`src/rtl/axi_bridge_pkg.sv`:
```
// Shared definitions for the sram-like to AXI4 burst bridge.
// Holds the AXI encodings the bridge drives, the state enums of the
// read and write engines, and the latched request record.
package axi_bridge_pkg;

    localparam logic [1:0] BURST_INCR = 2'b01;
    localparam logic [1:0] RESP_OKAY  = 2'b00;

    // Widest AXI id the request record can carry; the top slices it to ID_W.
    localparam int MAX_ID_W = 8;

    typedef enum logic [1:0] {
        R_IDLE,
        R_ADDR,
        R_DATA
    } rd_state_t;

    typedef enum logic [1:0] {
        W_IDLE,
        W_XFER,
        W_RESP
    } wr_state_t;

    typedef struct packed {
        logic                wr;
        logic [1:0]          size;
        logic [31:0]         addr;
        logic [7:0]          len;
        logic [MAX_ID_W-1:0] id;
    } req_t;

endpackage

```
`src/rtl/rr_arbiter.sv`:
```
// Round-robin arbiter with a rotating priority pointer.
// Ports:
//   clk, rst_n : clock and asynchronous active-low reset
//   req        : request vector, one bit per requester
//   en         : arbitration enable; no grant is issued while low
//   grant      : one-hot grant (all zero when nothing is granted)
//   valid      : a grant was issued this cycle
// The pointer names the highest-priority requester and moves to grant+1
// (mod N) after each grant; it holds when nothing is granted.
module rr_arbiter #(
    parameter int N = 2
) (
    input  logic         clk,
    input  logic         rst_n,
    input  logic [N-1:0] req,
    input  logic         en,
    output logic [N-1:0] grant,
    output logic         valid
);

    localparam int PTR_W = (N > 1) ? $clog2(N) : 1;

    logic [PTR_W-1:0] ptr_reg;
    logic [PTR_W-1:0] ptr_next;

    // First pass searches from the pointer upward; the second pass takes the
    // lowest requester, which covers the wrap-around below the pointer.
    always_comb begin
        grant    = '0;
        valid    = 1'b0;
        ptr_next = ptr_reg;
        for (int j = 0; j < N; j++) begin
            if (en && !valid && req[j] && (PTR_W'(j) >= ptr_reg)) begin
                valid    = 1'b1;
                grant[j] = 1'b1;
                ptr_next = (j == N - 1) ? '0 : PTR_W'(j + 1);
            end
        end
        for (int j = 0; j < N; j++) begin
            if (en && !valid && req[j]) begin
                valid    = 1'b1;
                grant[j] = 1'b1;
                ptr_next = (j == N - 1) ? '0 : PTR_W'(j + 1);
            end
        end
    end

    always_ff @(posedge clk or negedge rst_n) begin
        if (!rst_n) begin
            ptr_reg <= '0;
        end else begin
            ptr_reg <= ptr_next;
        end
    end

endmodule

```
`src/rtl/axi_burst_bridge.sv`:
```
// N-master sram-like to AXI4 bridge with independent read and write engines,
// each holding one outstanding INCR burst and arbitrated round-robin.
// A read to a line with a writeback in flight is held off until the write
// engine returns to idle.
// Ports:
//   aclk, aresetn           : clock, asynchronous active-low reset
//   m_*                     : per-master sram-like request/response ports
//   m_rdata, m_rlast        : shared read beat, qualified by m_data_ok
//   ar*/r*/aw*/w*/b*        : AXI4 master channels
module axi_burst_bridge
    import axi_bridge_pkg::*;
#(
    parameter int NUM_MASTERS = 2,
    parameter int ID_W        = 4,
    parameter int LINE_OFF    = 5
) (
    input  logic                         aclk,
    input  logic                         aresetn,
    input  logic [NUM_MASTERS-1:0]       m_req,
    input  logic [NUM_MASTERS-1:0]       m_wr,
    input  logic [NUM_MASTERS-1:0][1:0]  m_size,
    input  logic [NUM_MASTERS-1:0][31:0] m_addr,
    input  logic [NUM_MASTERS-1:0][7:0]  m_len,
    input  logic [NUM_MASTERS-1:0][31:0] m_wdata,
    input  logic [NUM_MASTERS-1:0][3:0]  m_wstrb,
    output logic [NUM_MASTERS-1:0]       m_addr_ok,
    output logic [NUM_MASTERS-1:0]       m_wnext,
    output logic [NUM_MASTERS-1:0]       m_data_ok,
    output logic [31:0]                  m_rdata,
    output logic                         m_rlast,
    output logic [ID_W-1:0]              arid,
    output logic [31:0]                  araddr,
    output logic [7:0]                   arlen,
    output logic [2:0]                   arsize,
    output logic [1:0]                   arburst,
    output logic [1:0]                   arlock,
    output logic [3:0]                   arcache,
    output logic [2:0]                   arprot,
    output logic                         arvalid,
    input  logic                         arready,
    input  logic [ID_W-1:0]              rid,
    input  logic [31:0]                  rdata,
    input  logic [1:0]                   rresp,
    input  logic                         rlast,
    input  logic                         rvalid,
    output logic                         rready,
    output logic [ID_W-1:0]              awid,
    output logic [31:0]                  awaddr,
    output logic [7:0]                   awlen,
    output logic [2:0]                   awsize,
    output logic [1:0]                   awburst,
    output logic [1:0]                   awlock,
    output logic [3:0]                   awcache,
    output logic [2:0]                   awprot,
    output logic                         awvalid,
    input  logic                         awready,
    output logic [ID_W-1:0]              wid,
    output logic [31:0]                  wdata,
    output logic [3:0]                   wstrb,
    output logic                         wlast,
    output logic                         wvalid,
    input  logic                         wready,
    input  logic [ID_W-1:0]              bid,
    input  logic [1:0]                   bresp,
    input  logic                         bvalid,
    output logic                         bready
);

    localparam int M = NUM_MASTERS;

    rd_state_t    rd_state_reg, rd_state_next;
    wr_state_t    wr_state_reg, wr_state_next;
    req_t         rd_req_reg, wr_req_reg, rd_sel, wr_sel;
    logic [M-1:0] rd_cand, wr_cand, rd_grant, wr_grant;
    logic         rd_valid, wr_valid, rd_en, wr_en;
    logic         aw_done_reg, w_done_reg, aw_hs, w_hs;
    logic [7:0]   beat_cnt_reg;

    // Response ids and codes are not used: routing follows the latched id.
    logic unused_in;
    assign unused_in = ^{rid, rresp, bid, bresp, rd_req_reg, wr_req_reg, RESP_OKAY};

    // Gating with aresetn keeps m_addr_ok at zero while reset is asserted.
    assign rd_en = aresetn && (rd_state_reg == R_IDLE);
    assign wr_en = aresetn && (wr_state_reg == W_IDLE);

    generate
        for (genvar gi = 0; gi < M; gi++) begin : g_master
            assign rd_cand[gi] = m_req[gi] && !m_wr[gi] &&
                !((wr_state_reg != W_IDLE) &&
                  (m_addr[gi][31:LINE_OFF] == wr_req_reg.addr[31:LINE_OFF]));
            assign wr_cand[gi] = m_req[gi] && m_wr[gi];
            assign m_data_ok[gi] =
                ((rd_state_reg == R_DATA) && rvalid && (rd_req_reg.id == MAX_ID_W'(gi))) ||
                ((wr_state_reg == W_RESP) && bvalid && (wr_req_reg.id == MAX_ID_W'(gi)));
            assign m_wnext[gi] = w_hs && (wr_req_reg.id == MAX_ID_W'(gi));
        end
    endgenerate

    rr_arbiter #(.N(M)) u_rd_arb (
        .clk(aclk), .rst_n(aresetn), .req(rd_cand), .en(rd_en),
        .grant(rd_grant), .valid(rd_valid)
    );

    rr_arbiter #(.N(M)) u_wr_arb (
        .clk(aclk), .rst_n(aresetn), .req(wr_cand), .en(wr_en),
        .grant(wr_grant), .valid(wr_valid)
    );

    assign m_addr_ok = rd_grant | wr_grant;

    // Request record of the granted master for each engine.
    always_comb begin
        rd_sel = '0;
        wr_sel = '0;
        for (int i = 0; i < M; i++) begin
            if (rd_grant[i]) rd_sel = '{wr: 1'b0, size: m_size[i], addr: m_addr[i],
                                        len: m_len[i], id: MAX_ID_W'(i)};
            if (wr_grant[i]) wr_sel = '{wr: 1'b1, size: m_size[i], addr: m_addr[i],
                                        len: m_len[i], id: MAX_ID_W'(i)};
        end
    end

    // ---------------- read engine ----------------
    always_ff @(posedge aclk or negedge aresetn) begin
        if (!aresetn) begin
            rd_state_reg <= R_IDLE;
            rd_req_reg   <= '0;
        end else begin
            rd_state_reg <= rd_state_next;
            if (rd_valid) rd_req_reg <= rd_sel;
        end
    end

    always_comb begin
        rd_state_next = rd_state_reg;
        case (rd_state_reg)
            R_IDLE:  if (rd_valid) rd_state_next = R_ADDR;
            R_ADDR:  if (arready) rd_state_next = R_DATA;
            R_DATA:  if (rvalid && rlast) rd_state_next = R_IDLE;
            default: rd_state_next = R_IDLE;
        endcase
    end

    assign arvalid = (rd_state_reg == R_ADDR);
    assign rready  = (rd_state_reg == R_DATA);
    assign arid    = rd_req_reg.id[ID_W-1:0];
    assign araddr  = rd_req_reg.addr;
    assign arlen   = rd_req_reg.len;
    assign arsize  = {1'b0, rd_req_reg.size};
    assign arburst = BURST_INCR;
    assign arlock  = '0;
    assign arcache = '0;
    assign arprot  = '0;
    assign m_rdata = (rd_state_reg == R_DATA) ? rdata : '0;
    assign m_rlast = (rd_state_reg == R_DATA) && rvalid && rlast;

    // ---------------- write engine ----------------
    assign aw_hs = awvalid && awready;
    assign w_hs  = wvalid && wready;

    always_ff @(posedge aclk or negedge aresetn) begin
        if (!aresetn) begin
            wr_state_reg <= W_IDLE;
            wr_req_reg   <= '0;
            aw_done_reg  <= 1'b0;
            w_done_reg   <= 1'b0;
            beat_cnt_reg <= '0;
        end else begin
            wr_state_reg <= wr_state_next;
            if (wr_valid) begin
                wr_req_reg   <= wr_sel;
                aw_done_reg  <= 1'b0;
                w_done_reg   <= 1'b0;
                beat_cnt_reg <= '0;
            end else if (wr_state_reg == W_XFER) begin
                if (aw_hs) aw_done_reg <= 1'b1;
                if (w_hs) begin
                    beat_cnt_reg <= beat_cnt_reg + 8'd1;
                    if (wlast) w_done_reg <= 1'b1;
                end
            end
        end
    end

    always_comb begin
        wr_state_next = wr_state_reg;
        case (wr_state_reg)
            W_IDLE:  if (wr_valid) wr_state_next = W_XFER;
            W_XFER:  if ((aw_done_reg || aw_hs) && (w_done_reg || (w_hs && wlast)))
                         wr_state_next = W_RESP;
            W_RESP:  if (bvalid) wr_state_next = W_IDLE;
            default: wr_state_next = W_IDLE;
        endcase
    end

    // AW and W are raised together and each drops once its own part is done.
    assign awvalid = (wr_state_reg == W_XFER) && !aw_done_reg;
    assign wvalid  = (wr_state_reg == W_XFER) && !w_done_reg;
    assign wlast   = (wr_state_reg == W_XFER) && (beat_cnt_reg == wr_req_reg.len);
    assign bready  = (wr_state_reg == W_RESP);
    assign awid    = wr_req_reg.id[ID_W-1:0];
    assign wid     = wr_req_reg.id[ID_W-1:0];
    assign awaddr  = wr_req_reg.addr;
    assign awlen   = wr_req_reg.len;
    assign awsize  = {1'b0, wr_req_reg.size};
    assign awburst = BURST_INCR;
    assign awlock  = '0;
    assign awcache = '0;
    assign awprot  = '0;

    // Write beat comes straight from the granted master's port.
    always_comb begin
        wdata = '0;
        wstrb = '0;
        if (wr_state_reg == W_XFER) begin
            for (int i = 0; i < M; i++) begin
                if (wr_req_reg.id == MAX_ID_W'(i)) begin
                    wdata = m_wdata[i];
                    wstrb = m_wstrb[i];
                end
            end
        end
    end

endmodule

```
`config.mk`:
```
export PLATFORM = sky130hd
export DESIGN_NAME = axi_burst_bridge
export DESIGN_NICKNAME = d
export VERILOG_FILES = /design/src/rtl/axi_bridge_pkg.sv /design/src/rtl/rr_arbiter.sv /design/src/rtl/axi_burst_bridge.sv
export SDC_FILE = /design/constraint.sdc
export NUM_CORES = 1
export LEC_CHECK = 0
export ABC_AREA = 1
export CORE_AREA = 2 2 159 161
export CTS_CLUSTER_SIZE = 30
export DETAILED_ROUTE_END_ITERATION = 16
export DIE_AREA = 0 0 161 163
export PLACE_DENSITY = 0.71
export SLEW_MARGIN = 0
export SYNTH_ARGS = -nofsm -noshare
export SYNTH_HDL_FRONTEND = slang
export SYNTH_SLANG_ARGS = --single-unit
```
`constraint.sdc`:
```
create_clock -name aclk -period 2.3 [get_ports aclk]
set_clock_uncertainty 0.1 [all_clocks]
set_input_delay 0.46 -clock aclk [delete_from_list [all_inputs] [get_ports aclk]]
set_output_delay 0.46 -clock aclk [all_outputs]
set_load 0.01 [all_outputs]
```
# Word-level counts from Yosys, hierarchy flattened
# Cells that the tools add are included.
[totals]
ff_bits = 116
in_bits = 212
output_inout_bits = 201
word_cells = 164
[op_classes]
add_sub_neg = 1
order_cmp = 4
n_eq_ne = 15
muxes = 51
bitwise = 1
reduce_logical = 77
[ops]
columns = ["operator", "n"]
rows = [
  ["two-way mux 50 bit", 4],
  ["two-way mux 32 bit", 4],
  ["equality test 27 bit", 2],
  ["logical AND 1 bit", 45],
  ["two-way mux 1 bit", 29],
  ["two-way mux 8 bit", 3],
  ["equality test 8 x 1 -> 1 bit (second input constant)", 2],
  ["logical NOT 8 bit", 2],
  ["logical NOT 1 bit", 12],
  ["two-way mux 2 bit", 6],
  ["two-way mux 4 bit", 3],
  ["one-hot mux 2 bit (3 select lines)", 2],
  ["nonzero test 2 bit", 5],
  ["AND reduction 3 bit", 3],
  ["adder 8 x 1 -> 8 bit (second input constant)", 1],
  ["equality test 8 bit", 1],
  ["nonzero test 4 bit", 2],
  ["inequality test 2 x 1 -> 1 bit (second input constant)", 3],
  ["inequality test 2 bit (second input constant)", 3],
  ["equality test 2 x 1 -> 1 bit (second input constant)", 2],
  ["equality test 2 bit (second input constant)", 2],
  ["greater-or-equal comparator 1 bit (first input constant)", 4],
  ["logical NOT 2 bit", 2],
  ["logical OR 1 bit", 4],
  ["other kinds (2)", 3],
]

# Logic depth before layout (Yosys ltp)
# Gate-level depths: netlist of the first run.
[logic_depth]
depth_word = 22
mapped_depth = 14
ltp_nobuf = 13

# By module
# A second synthesis of the first run with hierarchy kept.
[unflattened]
hier_cells = 941
area_unflattened_um2 = 6666.4
[modules_own_cells]
columns = ["mod", "instances", "cells_per_inst", "area_each_um2", "seq_area_each_um2"]
rows = [
  ["axi_burst_bridge", 1, 919, 6536.3, 2502.4],
  ["rr_arbiter", 2, 11, 65.1, 25.0],
]

# Worst setup path before layout of the first run
# Ideal clock, no wire load.
[synth_timing]
kind = "input port to output port"
startpoint = "input aresetn"
endpoint = "output m_addr_ok[1]"
t_arrival_ps = 1454
setup_slack_ps = 286
path_stages = 8
cell_sequence = "nor3b_2 > inv_2 > nor3_4 > inv_2 > nor2_4 > buf_2 > nand2_1 > nand2_1"
[synth_between]
elab_chain_len = 18
word_cells_on_any_way = 37
cone_classes = "10 x mux; 1 x bitwise; 26 x reduce/logical"
[synth_rtl]
columns = ["item", "line", "text"]
rows = [
  ["from (decl)", "axi_burst_bridge.sv:18", "input logic aresetn,"],
  ["logical AND 1 bit, on equally long branches", "axi_burst_bridge.sv:84, axi_burst_bridge.sv:85", ""],
  ["logical AND 1 bit (2 in a row)", "rr_arbiter.sv:33", "if (en && !valid && req[j] && (PTR_W'(j) >= ptr_reg)) begin"],
  ["two-way mux 1 bit", "rr_arbiter.sv:33", ""],
  ["logical NOT 1 bit", "rr_arbiter.sv:33", ""],
  ["logical AND 1 bit (3 in a row)", "rr_arbiter.sv:33", ""],
  ["two-way mux 1 bit", "rr_arbiter.sv:33", ""],
  ["logical NOT 1 bit", "rr_arbiter.sv:40", "if (en && !valid && req[j]) begin"],
  ["logical AND 1 bit (2 in a row)", "rr_arbiter.sv:40", ""],
  ["two-way mux 1 bit", "rr_arbiter.sv:40", ""],
  ["logical NOT 1 bit", "rr_arbiter.sv:40", ""],
  ["logical AND 1 bit (2 in a row)", "rr_arbiter.sv:40", ""],
  ["two-way mux 1 bit", "rr_arbiter.sv:40", ""],
  ["bitwise OR 2 bit (*)", "axi_burst_bridge.sv:110", "assign m_addr_ok = rd_grant | wr_grant;"],
  ["to (decl)", "axi_burst_bridge.sv:26", "output logic [NUM_MASTERS-1:0] m_addr_ok,"],
]
# Mark *: on every way between the ends. The rest lies on a longest branch, timed or not.

# Worst setup path in the final report of the first run
[layout_timing]
startpoint = "register wr_req_reg, in the netlist awaddr[18]"
endpoint = "output m_addr_ok[1]"
[layout_between]
elab_chain_len = 21
word_cells_on_any_way = 26
cone_classes = "2 x eq/ne; 5 x mux; 1 x bitwise; 18 x reduce/logical"
[layout_rtl]
columns = ["item", "line", "text"]
rows = [
  ["from (decl)", "axi_burst_bridge.sv:73", "req_t rd_req_reg, wr_req_reg, rd_sel, wr_sel;"],
  ["from (signal assigned)", "axi_burst_bridge.sv:172", "wr_req_reg <= wr_sel;"],
  ["equality test 27 bit", "axi_burst_bridge.sv:91", "(m_addr[gi][31:LINE_OFF] == wr_req_reg.addr[31:LINE_OFF]));"],
  ["logical AND 1 bit", "axi_burst_bridge.sv:90", "!((wr_state_reg != W_IDLE) &&"],
  ["logical NOT 1 bit", "axi_burst_bridge.sv:90", ""],
  ["logical AND 1 bit", "axi_burst_bridge.sv:89", "assign rd_cand[gi] = m_req[gi] && !m_wr[gi] &&"],
  ["logical AND 1 bit (2 in a row)", "rr_arbiter.sv:33", ""],
  ["two-way mux 1 bit", "rr_arbiter.sv:33", ""],
  ["logical NOT 1 bit", "rr_arbiter.sv:33", ""],
  ["logical AND 1 bit (3 in a row)", "rr_arbiter.sv:33", ""],
  ["two-way mux 1 bit", "rr_arbiter.sv:33", ""],
  ["logical NOT 1 bit", "rr_arbiter.sv:40", ""],
  ["logical AND 1 bit (2 in a row)", "rr_arbiter.sv:40", ""],
  ["two-way mux 1 bit", "rr_arbiter.sv:40", ""],
  ["logical NOT 1 bit", "rr_arbiter.sv:40", ""],
  ["logical AND 1 bit (2 in a row)", "rr_arbiter.sv:40", ""],
  ["two-way mux 1 bit (*)", "rr_arbiter.sv:40", ""],
  ["bitwise OR 2 bit (*)", "axi_burst_bridge.sv:110", ""],
]
# Marks and branches as above.

==> results.txt, run 1 <==
Outcome: finished with violations
Failing checks: negative setup slack
Net Sw Power: 0.00558 W
CTS buffer count: 9
Drt pass-1 iters: 5
Fmax: 409 MHz
RSZ-0062 raised after global routing: true
Fin util: 0.481
Sw frac: 0.428
Final Hold Fails: 0
Root buffer cell: clkbuf_16
Clock transition at path regs: 0.07 ns
Top-area cell type share of the netlist area: 0.363
Sequential fraction of design power: 0.261
Largest net degree at the start of global routing: 63
Crit end category: output port
Commonest non-fill, non-tap cell in the layout: nand2_1
Final Critical Period: 2.45 ns
Share of layout cells above drive strength 1: 0.161
Logic pwr share: 0.621
Die area: 26200 um2
Placed Instances: 1775
Post-Syn Area: 7040 um2
Worst Setup SP: awaddr[18]$_DFFE_PN0N_
Crit Path Class: register to output port
Initial DRC count: 645
Via count: 8738
Yosys top cell by area: dfrtp_1
HP Start: m_addr[29]
Initial antenna violation count: 4
Dpl ws: -0.797 ns
Post-Syn Instances: 1049
Worst-path fanout max: 4
Max clock buf depth: 2
Hold/Removal Path Class: input port to register
# port buffers: 367
DRC Markers: 0
IO Pins: 413
Area delta synth->final: 68.4%
Internal power: 0.00746 W
Ranking of synthesized cells by area: dfrtp_1, nand2_1, nand3_1, inv_1, buf_4
GRT Util Overall: 0.239
CTS H-tree lvls: 3
Post-synthesis register bit count: 102
Data arrival, critical path: 1.89 ns
Register area share after synthesis: 0.363
First-pass GRT wire length: 48400 um
GRT met3 Usage: 0.0502
Critical Path Source Type: register
Site row count: 58
Yosys warns: 0
Reg2reg start: awaddr[25]$_DFFE_PN0N_
Total power: 0.0130 W
Distinct cell type count after synthesis: 39
CP required: 1.74 ns
Setup TNS Final: -0.287 ns
Post-Route WL: 32400 um
Die Wd: 161 um
Die Ht: 163 um
Initial core utilization: 0.285
Detailed Place HPWL: 23800 um
Antenna-violating nets left: 0
Most Crowded Layer GR: met2
Drt wl/cell: 18.0 um
Number of global-route vias before repair: 8516
Max IR drop VDD: 529 uV
P per Cell Area: 1100 nW/um2
Crit share post-route: 1.06
Max Slew Vio Count: 0
Most frequent cells in the layout: nand2_1, clkdlybuf4s50_1, nand3_1
Routing usage on met2: 0.396
Via density: 4.84
Worst-Skew Late Latency: 0.37 ns
CTS Sinks: 102
Clock power share: 0.118
Core Box Area: 24700 um2
Pleak: 5.95 nW
Setup-failing EPs final: 2
Worst-Margin Slew: 0.890 ns
Fin cells: 1806
Routability cong.: 0.882
Relative slew slack: 0.407
CTS tree: done
GR Layer Usage met1: 0.302
Syn Area/Cell: 6.71 um2
# nets final: 1682
Grt total ovfl: 0
Max_cap viols: 0
Worst setup margin: -0.145 ns
## metrics by stage
| stage | instance area (um2) | hold slack, ns |
|---|---|---|
| after floorplan | 7160 | 0.0644 |
| after global placement | 11400 | 0.339 |
| after detailed placement | 11400 | 0.335 |
| after CTS | 11800 | 0.419 |
| after global routing | 11900 | 0.382 |
| final | 11900 | 0.326 |
## synthesized netlist by cell type, drive strengths merged
cell / number
nand3: 193
dfrtp: 102
xnor2: 14
nor3b: 2
o221ai: 15
o22ai: 14
clkbuf: 21
nand2: 276
a21oi: 54
conb: 2
o21ai: 10
nor2: 77
ha: 1
a211oi: 1
inv: 148
nor4: 2
nand4: 3
and3: 1
xor2: 2
o211ai: 17
buf: 71
o21a: 1
nor3: 18
o2111ai: 1
a22o: 1
o21bai: 1
clkinv: 1
## routing by layer
layer,up-vias,part of all wire
li1,4145,-
met1,4091,0.41
met2,425,0.48
met3,73,0.076
met4,4,0.039
met5,-,0.00083
## kinds of logic (layout without fill, tap and decap cells)
kind of cell               after synthesis  in the layout  share of synthesized area
DFF                                    102            102                      0.363
xor gates and xnor gates                16             16                     0.0199
AOI/OAI and AO/OA                      115            115                      0.100
and+or+nand+nor                        572            572                      0.355
other                                    2             35                    0.00107
buffers and inverters                  241            635                      0.159
adders and majority gates                1              1                    0.00178
## critical path: stages (launching register included)
cell	delay [ns]
dfrtp_1	0.38
buf_6	0.13
nand2_1	0.06
nand2_2	0.11
nand3_2	0.10
nor2_4	0.15
nand3_2	0.11
nor2_4	0.15
nor2_4	0.04
nand2_2	0.08
nand2_2	0.08
buf_6	0.13
## final cells by class
class                      instances  area (um2)
timing repair buffer             470        4370
inverter                         149         562
tap                              330         413
clock buffer                       9         225
fill                            2474       12800
multi-input combinational        737        3670
sequential                       102        2560
clock inverter                     7        56.3
antenna                            2        5.00
## repair_timing
| action | 4_1_cts | 5_1_grt |
|---|---|---|
| setup endpoints to repair | 128 | 111 |
| gates resized for setup | 198 | 98 |
| buffers inserted | 5 | 5 |
| hold endpoints to repair | 5 | 0 |
| gates cloned | 2 | 0 |
| hold buffers | 1 | 0 |
| pin swaps | 23 | 28 |
## power groups by stage
stage | logic, W | registers [W] | clock network (W)
3_5_place_dp | 0.00804 | 0.00339 | 0
5_1_grt | 0.00878 | 0.00352 | 0.00163
6_report | 0.00810 | 0.00340 | 0.00154
4_1_cts | 0.00805 | 0.00338 | 0.00156
3_3_place_gp | 0.00798 | 0.00336 | 0
2_1_floorplan | 0.00310 | 0.00366 | 0
## path summary, 6_finish.rpt
| check | slack (ns) | depth (start not counted) | to |
|---|---|---|---|
| min in group asynchronous | 0.40 | 3 | awaddr[20]$_DFFE_PN0N_ |
| setup / recovery | -0.15 | 11 | m_addr_ok[1] |
| hold reg to reg | 0.42 | 2 | awaddr[3]$_DFFE_PN0N_ |
| hold / removal | 0.33 | 3 | araddr[29]$_DFFE_PN0P_ |
| max in group asynchronous | 0.66 | 4 | w_done_reg$_DFFE_PN0P_ |
| setup reg to reg | 0.12 | 11 | araddr[27]$_DFFE_PN0P_ |
(Power assumes the default switching activity.)
==> run 2: changes to the inputs <==
CORE_AREA = 2 2 162 164   (was 2 2 159 161)
DIE_AREA = 0 0 164 166   (was 0 0 161 163)
PLACE_DENSITY = 0.67   (was 0.71)
SYNTH_HIERARCHICAL = 1   (was not set)
==> results.txt, run 2 <==
Outcome: finished with violations
Failing checks: negative setup slack
RSZ-0062 raised after global routing: true
Sequential fraction of design power: 0.250 (-0.011)
Cell area after layout: 13000 um2 (+9.5%)
Dpl ws: -0.691 ns (+0.106 ns)
Yosys warns: 6 (+6)
Hold/Removal Path Class: input port to async pin
Crit share post-route: 1.20 (+0.141)
Crit Path Class: input port to output port
Site row count: 59 (+1.7%)
Via density: 4.87 (+0.68%)
Detailed Place HPWL: 24600 um (+3.1%)
Worst-Skew Late Latency: 0.37 ns (about the same)
Met3 WL: 2800 um (+13%)
Largest net degree at the start of global routing: 54 (-14%)
Post-Route WL: 35100 um (+8.1%)
Post-synth EDFFs: 0 (unchanged)
Ranking of synthesized cells by area: dfrtp_1, nand2_1, inv_1, o221ai_1, nand3_1
Net Sw Power: 0.00460 W (-17%)
Initial core utilization: 0.260 (-0.0250)
Grt total ovfl: 0 (unchanged)
Dpl cell area: 11600 um2 (+1.1%)
Total power: 0.0110 W (-16%)
Highest metal used: met4
Worst setup margin: -0.469 ns (-0.324 ns)
CTS H-tree lvls: 3 (unchanged)
Data arrival, critical path: 2.21 ns (+0.32 ns)
Worst-Margin Slew: 0.726 ns (-0.164 ns)
Synth top cells by count: nand2_1, inv_1, dfrtp_1
Max Slew Vio Count: 0 (unchanged)
Worst-path fanout max: 3 (-1)
Yosys top cell by area: dfrtp_1
Count leader, synth: nand2_1
Routability cong.: 0.921 (+4.5%)
IO Pins: 413 (unchanged)
Final Hold Fails: 0 (unchanged)
CTS tree: done
CP required: 1.74 ns (about the same)
Post-CTS Hold Buffers: 0 (-1)
Register area share after synthesis: 0.383 (+0.0203)
Setup-failing EPs final: 46 (+44)
Syn Area/Cell: 7.08 um2 (+5.6%)
Final Critical Period: 2.77 ns (+0.324 ns)
# nets final: 1656 (-1.5%)
Drt wl/cell: 19.6 um (+9.4%)
Internal power: 0.00639 W (-14%)
Antenna-violating nets left: 0 (unchanged)
Sw frac: 0.419 (-0.00910)
Clock transition at path regs: 0.08 ns (about the same)
Share of layout cells above drive strength 1: 0.224 (+0.0630)
CTS Sinks: 102 (unchanged)
Max_cap viols: 0 (unchanged)
Drt pass-1 iters: 5 (unchanged)
Die area: 27200 um2 (+3.7%)
Reg2reg path depth: 18 (+7)
Critical Path Source Type: input port
Initial DRC count: 584 (-9.5%)
First-pass GRT wire length: 51100 um (+5.5%)
Area delta synth->final: 94.7%
Commonest non-fill, non-tap cell in the layout: clkdlybuf4s50_1
Met2 WL: 17700 um (+15%)
DRC Markers: 0 (unchanged)
Relative slew slack: 0.516 (+0.109)
Share of synthesized registers carrying an async set or reset: 1.00 (unchanged)
Root buffer cell: clkbuf_16
Core Box Area: 25600 um2 (+3.8%)
Clock power share: 0.142 (+0.024)
Number of global-route vias before repair: 8715 (+2.3%)
Initial antenna violation count: 2 (-2)
Max IR drop VDD: 441 uV (-17%)
Top-area cell type share of the netlist area: 0.383 (+0.0203)
Primary FF master, synth: dfrtp_1
# port buffers: 367 (unchanged)
GRT Util Overall: 0.246 (+0.00701)
Via count: 8695 (-0.49%)
Post-Syn Area: 6670 um2 (-5.3%)
Crit end category: output port
Fmax: 361 MHz (-12%)
Distinct cell type count after synthesis: 34 (-13%)
Wl on met1: 13200 um (-0.27%)
Max clock buf depth: 2 (unchanged)
CTS buffer count: 9 (unchanged)
Logic pwr share: 0.608 (-0.013)
Most frequent cells in the layout: clkdlybuf4s50_1, nand2_1, inv_1
Post-synthesis register bit count: 102 (unchanged)
P per Cell Area: 847 nW/um2 (-23%)
Pleak: 6.30 nW (+6.0%)
Post-Syn Instances: 941 (-10%)
Die Wd: 164 um (+1.9%)
Die Ht: 166 um (+1.8%)
==> run 2: cell types whose count changed in the layout (fill, tap and decap cells not counted), moves of 19 or more <==
cell,change
nor2_1,+20
nand3_1,-111
o211ai_1,+22
clkbuf_2,-19
buf_4,+41
nand2_1,-53
==> run 2: area by class of cell <==
| class | count | area [um2] |
|---|---|---|
| clock inverter | 7 | 66.3 |
| antenna | 2 | 5.00 |
| inverter | 156 | 598 |
| timing repair buffer | 543 | 5530 |
| multi-input combinational | 631 | 3570 |
| fill | 2392 | 12600 |
| sequential | 102 | 2560 |
| clock buffer | 9 | 225 |
| tap | 335 | 419 |
==> run 2: worst paths after layout <==
path	slack, ns	end	start
min	0.15	awaddr[11]$_DFFE_PN0P_	aresetn
min in group aclk	0.37	araddr[22]$_DFFE_PN0P_	m_addr[54]
min reg2reg	0.41	araddr[22]$_DFFE_PN0P_	araddr[22]$_DFFE_PN0P_
max	-0.47	m_addr_ok[1]	m_addr[7]
max in group asynchronous	0.75	awaddr[26]$_DFFE_PN0P_	aresetn
max reg2reg	-0.39	araddr[17]$_DFFE_PN0P_	wr_state_reg[0]$_DFFE_PN0P_
==> run 2: metal layers <==
layer | vias to the layer above | GRT usage
met5 | - | 0
met4 | 0 | 0.0995
met3 | 92 | 0.0507
met2 | 435 | 0.438
met1 | 4135 | 0.285
li1 | 4033 | -
==> run 2: worst max-delay path, cell delays in order <==
cell,delay (ns)
clkdlybuf4s50_1,0.48
xnor2_2,0.18
nand3_1,0.12
nor2_1,0.06
nand2_1,0.06
nor2_1,0.04
nor2_1,0.15
nand2_2,0.12
nor2_2,0.12
nor2_2,0.06
or2_4,0.22
buf_6,0.13
==> run 2: power groups by stage <==
stage               sequential (W)  combinational (W)  clock [W]
finish                     0.00275            0.00669    0.00156
global route               0.00281            0.00716    0.00165
CTS                        0.00273            0.00660    0.00159
detailed placement         0.00273            0.00610          0
global placement           0.00273            0.00607          0
floorplan                  0.00284            0.00225          0
==> run 2: what timing repair did <==
action,in CTS,in global routing
gates cloned,17,1
setup endpoints to repair,121,70
pin swaps,38,41
endpoints found under the hold margin,0,0
gates resized for setup,261,70
setup buffers,31,12
==> run 2: stage by stage <==
| step | std cells | setup TNS, ns | hold slack (ns) | utilization |
|---|---|---|---|---|
| floorplan | 972 | 0 | 0.0644 | - |
| global placement | 1724 | -35.43 | 0.375 | 0.452 |
| detailed placement | 1724 | -32.81 | 0.380 | 0.452 |
| CTS | 1778 | -13.99 | 0.182 | 0.500 |
| global route | 1785 | -20.19 | 0.206 | 0.507 |
| finish | 1785 | -16.51 | 0.151 | 0.507 |
==> run 2: cells by family after synthesis <==
group | Yosys count | synth area share
adder cells (fa/ha/maj) | 1 | 0.00188
AND/OR/NAND/NOR | 411 | 0.261
XOR/XNOR | 15 | 0.0197
AO/OA/AOI/OAI | 171 | 0.176
flip-flops | 102 | 0.383
buffers and inverters | 239 | 0.158
other | 2 | 0.00113
